File: src/rtl/tile_dispatcher_pkg.sv
// tile_dispatcher_pkg: definitions shared by the dispatcher, processor and CU tiles.
// Holds the block index width and the dispatcher FSM encodings.
package tile_dispatcher_pkg;

   localparam int INDEX_WIDTH = 8;

   typedef enum logic [2:0] {
      S_IDLE   = 3'd0,
      S_SELECT = 3'd1,
      S_ISSUE  = 3'd2,
      S_DRAIN  = 3'd3,
      S_DONE   = 3'd4
   } state_t;

endpackage

File: src/rtl/tile_dispatcher_if.sv
// tile_dispatcher_if: shared index bus between the dispatcher and the tiles.
// Row/col/mu plus one-hot index_ready go out; per-tile ack and result_ready come back.
interface tile_dispatcher_if
   import tile_dispatcher_pkg::*;
#(
   parameter int num_proc    = 4,
   parameter int index_width = INDEX_WIDTH
);

   logic [index_width-1:0] out_row_index;
   logic [index_width-1:0] out_col_index;
   logic [index_width-1:0] out_mu;
   logic [num_proc-1:0]    out_index_ready;
   logic [num_proc-1:0]    in_index_ack;
   logic [num_proc-1:0]    in_result_ready;

   modport master (
      output out_row_index,
      output out_col_index,
      output out_mu,
      output out_index_ready,
      input  in_index_ack,
      input  in_result_ready
   );

   modport slave (
      input  out_row_index,
      input  out_col_index,
      input  out_mu,
      input  out_index_ready,
      output in_index_ack,
      output in_result_ready
   );

endinterface

File: src/rtl/tile_dispatcher_free_tile_picker.sv
// tile_dispatcher_free_tile_picker: lowest-index priority encoder over free tiles.
// Ports: i_free (free mask), o_valid (any free), o_grant (one-hot lowest free).
module tile_dispatcher_free_tile_picker #(
   parameter int num_proc = 4
) (
   input  logic [num_proc-1:0] i_free,
   output logic                o_valid,
   output logic [num_proc-1:0] o_grant
);

   assign o_valid = |i_free;

   // Scan from the top down so the lowest free index is written last.
   always_comb begin
      o_grant = '0;
      for (int k = num_proc - 1; k >= 0; k--) begin
         if (i_free[k]) begin
            o_grant    = '0;
            o_grant[k] = 1'b1;
         end
      end
   end

endmodule

File: src/rtl/tile_dispatcher.sv
// tile_dispatcher: walks the C block grid row-major, issues each (i,j) to a free tile,
// counts result_ready completions. Ports: in_clk/in_reset, in_start/in_grid/in_mu, out_busy/out_done, bus.
module tile_dispatcher
   import tile_dispatcher_pkg::*;
#(
   parameter int num_proc    = 4,
   parameter int index_width = INDEX_WIDTH
) (
   input  logic                   in_clk,
   input  logic                   in_reset,
   input  logic                   in_start,
   input  logic [index_width-1:0] in_grid,
   input  logic [index_width-1:0] in_mu,
   output logic                   out_busy,
   output logic                   out_done,
   tile_dispatcher_if.master      bus
);

   localparam int CW = 2 * index_width;
   localparam logic [index_width-1:0] IDX_ONE = index_width'(1);

   state_t                 r_state;
   logic [index_width-1:0] r_grid;
   logic [index_width-1:0] r_mu;
   logic [index_width-1:0] r_row;
   logic [index_width-1:0] r_col;
   logic [index_width-1:0] r_bus_row;
   logic [index_width-1:0] r_bus_col;
   logic [num_proc-1:0]    r_busy_mask;
   logic [num_proc-1:0]    r_index_ready;
   logic [CW-1:0]          r_completed;
   logic                   r_busy;
   logic                   r_done;

   logic [num_proc-1:0]    w_free;
   logic [num_proc-1:0]    w_grant;
   logic                   w_valid;
   logic [num_proc-1:0]    w_retire;
   logic [num_proc-1:0]    w_acked;
   logic [CW-1:0]          w_retire_cnt;
   logic [CW-1:0]          w_total;
   logic [index_width-1:0] w_grid_m1;
   logic                   w_col_wrap;
   logic                   w_last;

   // A tile still showing result_ready is not free, so one
   // completion can never be counted twice.
   assign w_free     = ~(r_busy_mask | bus.in_result_ready);
   assign w_retire   = (r_state == S_IDLE) ? '0
                     : (r_busy_mask & bus.in_result_ready);
   assign w_acked    = r_index_ready & bus.in_index_ack;
   assign w_total    = CW'(r_grid) * CW'(r_grid);
   assign w_grid_m1  = r_grid - IDX_ONE;
   assign w_col_wrap = (r_col == w_grid_m1);
   assign w_last     = w_col_wrap && (r_row == w_grid_m1);

   always_comb begin
      w_retire_cnt = '0;
      for (int k = 0; k < num_proc; k++) begin
         w_retire_cnt = w_retire_cnt + CW'(w_retire[k]);
      end
   end

   tile_dispatcher_free_tile_picker #(
      .num_proc (num_proc)
   ) u_picker (
      .i_free  (w_free),
      .o_valid (w_valid),
      .o_grant (w_grant)
   );

   always_ff @(posedge in_clk or posedge in_reset) begin
      if (in_reset) begin
         r_state       <= S_IDLE;
         r_grid        <= '0;
         r_mu          <= '0;
         r_row         <= '0;
         r_col         <= '0;
         r_bus_row     <= '0;
         r_bus_col     <= '0;
         r_busy_mask   <= '0;
         r_index_ready <= '0;
         r_completed   <= '0;
         r_busy        <= 1'b0;
         r_done        <= 1'b0;
      end else begin
         r_busy_mask <= r_busy_mask & ~w_retire;
         r_completed <= r_completed + w_retire_cnt;
         unique case (r_state)
            S_IDLE, S_DONE: begin
               if (in_start) begin
                  r_grid      <= in_grid;
                  r_mu        <= in_mu;
                  r_row       <= '0;
                  r_col       <= '0;
                  r_busy_mask <= '0;
                  r_completed <= '0;
                  if (in_grid == '0) begin
                     r_state <= S_DONE;
                     r_busy  <= 1'b0;
                     r_done  <= 1'b1;
                  end else begin
                     r_state <= S_SELECT;
                     r_busy  <= 1'b1;
                     r_done  <= 1'b0;
                  end
               end
            end
            S_SELECT: begin
               if (w_valid) begin
                  r_bus_row     <= r_row;
                  r_bus_col     <= r_col;
                  r_index_ready <= w_grant;
                  r_state       <= S_ISSUE;
               end
            end
            S_ISSUE: begin
               if (|w_acked) begin
                  r_index_ready <= '0;
                  r_busy_mask   <= (r_busy_mask & ~w_retire)
                                 | r_index_ready;
                  if (w_col_wrap) begin
                     r_col <= '0;
                     r_row <= r_row + IDX_ONE;
                  end else begin
                     r_col <= r_col + IDX_ONE;
                  end
                  r_state <= w_last ? S_DRAIN : S_SELECT;
               end
            end
            S_DRAIN: begin
               if (r_completed == w_total) begin
                  r_state <= S_DONE;
                  r_busy  <= 1'b0;
                  r_done  <= 1'b1;
               end
            end
            default: begin
               r_state <= S_IDLE;
               r_busy  <= 1'b0;
               r_done  <= 1'b0;
            end
         endcase
      end
   end

   assign bus.out_row_index   = r_bus_row;
   assign bus.out_col_index   = r_bus_col;
   assign bus.out_mu          = r_mu;
   assign bus.out_index_ready = r_index_ready;
   assign out_busy            = r_busy;
   assign out_done            = r_done;

endmodule

File: src/flat_wrapper.sv
// flat-port wrapper written by rule: the top's interface ports become plain ports
module tile_dispatcher_flat import tile_dispatcher_pkg::*;
#(
   parameter int num_proc    = 4,
   parameter int index_width = INDEX_WIDTH
)
  (in_clk, in_reset, in_start, in_grid, in_mu, out_busy, out_done, bus_out_row_index, bus_out_col_index, bus_out_mu, bus_out_index_ready, bus_in_index_ack, bus_in_result_ready);
  tile_dispatcher_if #(.num_proc(num_proc), .index_width(index_width)) bus_i ();
  input  logic in_clk;
  input  logic in_reset;
  input  logic in_start;
  input  logic [index_width-1:0] in_grid;
  input  logic [index_width-1:0] in_mu;
  output logic out_busy;
  output logic out_done;
  output wire logic [$bits(bus_i.out_row_index)-1:0] bus_out_row_index;
  output wire logic [$bits(bus_i.out_col_index)-1:0] bus_out_col_index;
  output wire logic [$bits(bus_i.out_mu)-1:0] bus_out_mu;
  output wire logic [$bits(bus_i.out_index_ready)-1:0] bus_out_index_ready;
  input wire logic [$bits(bus_i.in_index_ack)-1:0] bus_in_index_ack;
  input wire logic [$bits(bus_i.in_result_ready)-1:0] bus_in_result_ready;
  assign bus_out_row_index = bus_i.out_row_index;
  assign bus_out_col_index = bus_i.out_col_index;
  assign bus_out_mu = bus_i.out_mu;
  assign bus_out_index_ready = bus_i.out_index_ready;
  assign bus_i.in_index_ack = bus_in_index_ack;
  assign bus_i.in_result_ready = bus_in_result_ready;
  tile_dispatcher #(.num_proc(num_proc), .index_width(index_width)) u_core (.in_clk(in_clk), .in_reset(in_reset), .in_start(in_start), .in_grid(in_grid), .in_mu(in_mu), .out_busy(out_busy), .out_done(out_done), .bus(bus_i));
endmodule
File: config.mk
export PLATFORM = sky130hd
export DESIGN_NAME = tile_dispatcher_flat
export DESIGN_NICKNAME = d
export VERILOG_FILES = /design/src/rtl/tile_dispatcher_pkg.sv /design/src/rtl/tile_dispatcher_if.sv /design/src/rtl/tile_dispatcher_free_tile_picker.sv /design/src/rtl/tile_dispatcher.sv /design/src/flat_wrapper.sv
export SDC_FILE = /design/constraint.sdc
export NUM_CORES = 1
export LEC_CHECK = 0
export BUFFER_PORTS_ARGS = -buffer_cell sky130_fd_sc_hd__buf_2
export CAP_MARGIN = 20
export CORE_ASPECT_RATIO = 0.6
export CORE_MARGIN = 1.5
export CORE_UTILIZATION = 40
export DETAILED_ROUTE_END_ITERATION = 16
export MAX_ROUTING_LAYER = met4
export PLACE_DENSITY = 0.68
export SLEW_MARGIN = 20
export SYNTH_ARGS = -nofsm -noshare
export SYNTH_HDL_FRONTEND = slang
export SYNTH_SLANG_ARGS = --single-unit
File: constraint.sdc
create_clock -name in_clk -period 15.5 [get_ports in_clk]
set_clock_uncertainty 0.2 [all_clocks]
set_input_delay 1.55 -clock in_clk [delete_from_list [all_inputs] [get_ports in_clk]]
set_output_delay 1.55 -clock in_clk [all_outputs]
set_load 0.01 [all_outputs]
==> reports/qor.csv <==
metric,value,unit
outcome,completed,
"commonest non-fill, non-tap cell in the layout",nand2_1,
R2R Path End,u_core.out_done,
worst hold path type,reg -> reg,
ys async rst share,100,%
DR iter-0 viols,270,
max_cap viols,0,
"CTS clk-pin slew, worst paths",50,ps
Antenna Nets Post-Route,0,
Max Slew Vio Count,0,
FF-to-FF path depth,15,
CP max FO,17,
unrepaired setup endpoints after global routing,no,
final instance area,6560,um2
HPWL Detailed,10400,um
H-tree level count,3,
GRT overflow,0,
"Req. time, crit path",15520,ps
CORE AREA,13900,um2
Post-CTS Setup Bufs,0,
endpoints failing setup,0,
synthesized area per cell,9.27,um2
Critical Path Start Type,flip-flop,
Hold WS,270,ps
GPL Wtd Cong,0.867,
routed vias,4572,
first-pass GRT wire length,22300,um
Max-slew headroom,35.3,%
Rows,33,
post-synth net total,717,
routed len/inst,15.4,um
synth warn,0,
area grow syn2layout,12.7,%
die area,15300,um2
fill count,1326,
NumNets Final,763,
Max Buffers Root-to-Sink,2,
# IOs,57,
Netlist cell types,60,
"EDFF count, synth",0,
Post-DP Area,6250,um2
crit path kind,reg -> reg,
vias in the first global route,4367,
TritonCTS clock tree,yes,
CTS buffer count,9,
gr usage total,19.2,%
antenna cells,0,
post_cts resized,0,
Routed WL,13400,um
sum of negative setup slack,0,ps
Initial Utilization,41.8,%
largest cells by area after synthesis,"dfrtp_1 (33%), fa_1 (8.3%), ha_1 (8.2%), nand2_1 (5.7%), xnor2_1 (5.4%)",
Synth Cell Area,5820,um2
Critical R2R Launch,u_core.r_grid[2],
share of the synthesized area in the top cell type,33.1,%
"area leader, netlist",dfrtp_1,
Worst Hold Depth,2,
largest net degree at the start of global routing,78,
Die Wd,159,um
Critical Path AT,5720,ps
ys flop type,dfrtp_1,
drt via density,5.26,
Setup crit end kind,flip-flop,
Worst-Margin Slew,970,ps
Final Hold Viols,0,
Yosys reg bits,77,
clock sinks,77,
R2R setup slack,9790,ps
Synth Instances,628,
highest-count cells in the layout ignoring fill and taps,"nand2_1 (89), dfrtp_1 (77), buf_2 (56)",
Clock Root Buffer,clkbuf_16,
drt drc,0,
hold wc startpoint,u_core.bus.out_mu[5],
"Seq/Total Area, Yosys",33.1,%
height of the die,96.5,um
period utilization,36.8,%
Buffers on Ports,56,
fraction of layout cells with a size suffix above 1,13.3,%
Final Critical Period,5710,ps
DR pass1 iterations,4,
Final Util,47.2,%
Hold EP,u_core.bus.out_mu[5],
antenna violations before repair,0,
"Clk Latency, worst-skew pair",340,ps
hold buffers post-CTS,0,
f_max,175,MHz
[how the worst max path moves through the flow]
stage / startpoint / to / slack, ps / cells after the start
6_report: u_core.r_grid[2] / u_core.out_done / 9790 / 15
3_5_place_dp: u_core.r_grid[2] / u_core.out_done / 9790 / 15
3_3_place_gp: u_core.r_grid[2] / u_core.out_done / 9910 / 15
4_1_cts: u_core.r_grid[2] / u_core.out_done / 9780 / 15
5_1_grt: u_core.r_grid[2] / u_core.out_done / 9400 / 15
2_1_floorplan: u_core.r_grid[2] / u_core.out_done / 10120 / 16
[cells by family (layout without fill, tap and decap cells)]
kind of cell	after synthesis	after routing	synth area share (%)
and+or+nand+nor	235	235	19.6
AOI/OAI and AO/OA	89	89	10.0
DFF	77	77	33.1
buffers and inverters	77	127	5.44
xor gates and xnor gates	67	67	11.4
adders and majority gates	62	62	16.4
muxes	21	21	4.04
[critical path, stage by stage (launching register included)]
cell	delay, ps
dfrtp_1	690
nand2_1	220
fa_1	530
fa_1	520
fa_1	530
fa_1	550
inv_1	40
ha_1	380
and3_1	200
a221oi_2	80
or3_1	400
a2111oi_2	350
nand4_1	190
nor4_4	270
a31oi_1	130
a311o_1	280
[layout make-up]
type / count / area, um2 / area share (%)
Timing Repair Buffer: 58 / 295 / 4.50
Clock inverter: 4 / 47.5 / 0.724
Sequential cell: 77 / 1930 / 29.4
Multi-Input combinational cell: 474 / 3600 / 54.8
Tap cell: 192 / 240 / 3.66
Clock buffer: 11 / 253 / 3.85
Inverter: 54 / 203 / 3.09
[routing by layer]
metal	up-vias	global-route usage, %	wire [um]
met4	0	4.92	106
met1	2223	27.9	7110
li1	2213	-	-
met5	-	-	0
met3	11	3.88	769
met2	125	26.9	5450
[registers in the layout (all words and copies together), names as in the netlist]
name                        flops
u_core.bus.out_col_index        8
u_core.out_busy                 1
u_core.r_busy_mask              4
u_core.r_state                  3
u_core.r_row                    8
u_core.bus.out_row_index        8
u_core.out_done                 1
u_core.r_completed             16
u_core.bus.out_index_ready      4
u_core.r_grid                   8
u_core.r_col                    8
u_core.bus.out_mu               8
[Yosys cell counts, types with 4 or more instances]
cell	count
clkbuf_1	17
a21o_1	4
xor2_1	25
or3_1	9
nand2_1	89
o21ai_1	15
ha_1	38
and2_1	14
nor2b_1	4
a31oi_1	4
a21oi_1	24
nand3_1	21
nand2b_1	8
xnor2_1	36
nor3_1	14
fa_1	24
xnor3_1	5
nor4_1	4
mux2_1	20
nor2_1	39
dfrtp_1	77
nand4_1	9
and3_1	12
o21ai_0	12
inv_1	51
[through the flow]
step	cells	worst slack, ps
floorplan	628	10120
global placement	855	9910
detailed placement	855	9790
CTS	870	9780
global route	870	9400
finish	870	9790
Power is left out: the tool's default activity adds up to more than one toggle a clock period on the data nets, which glitch-free logic cannot reach.
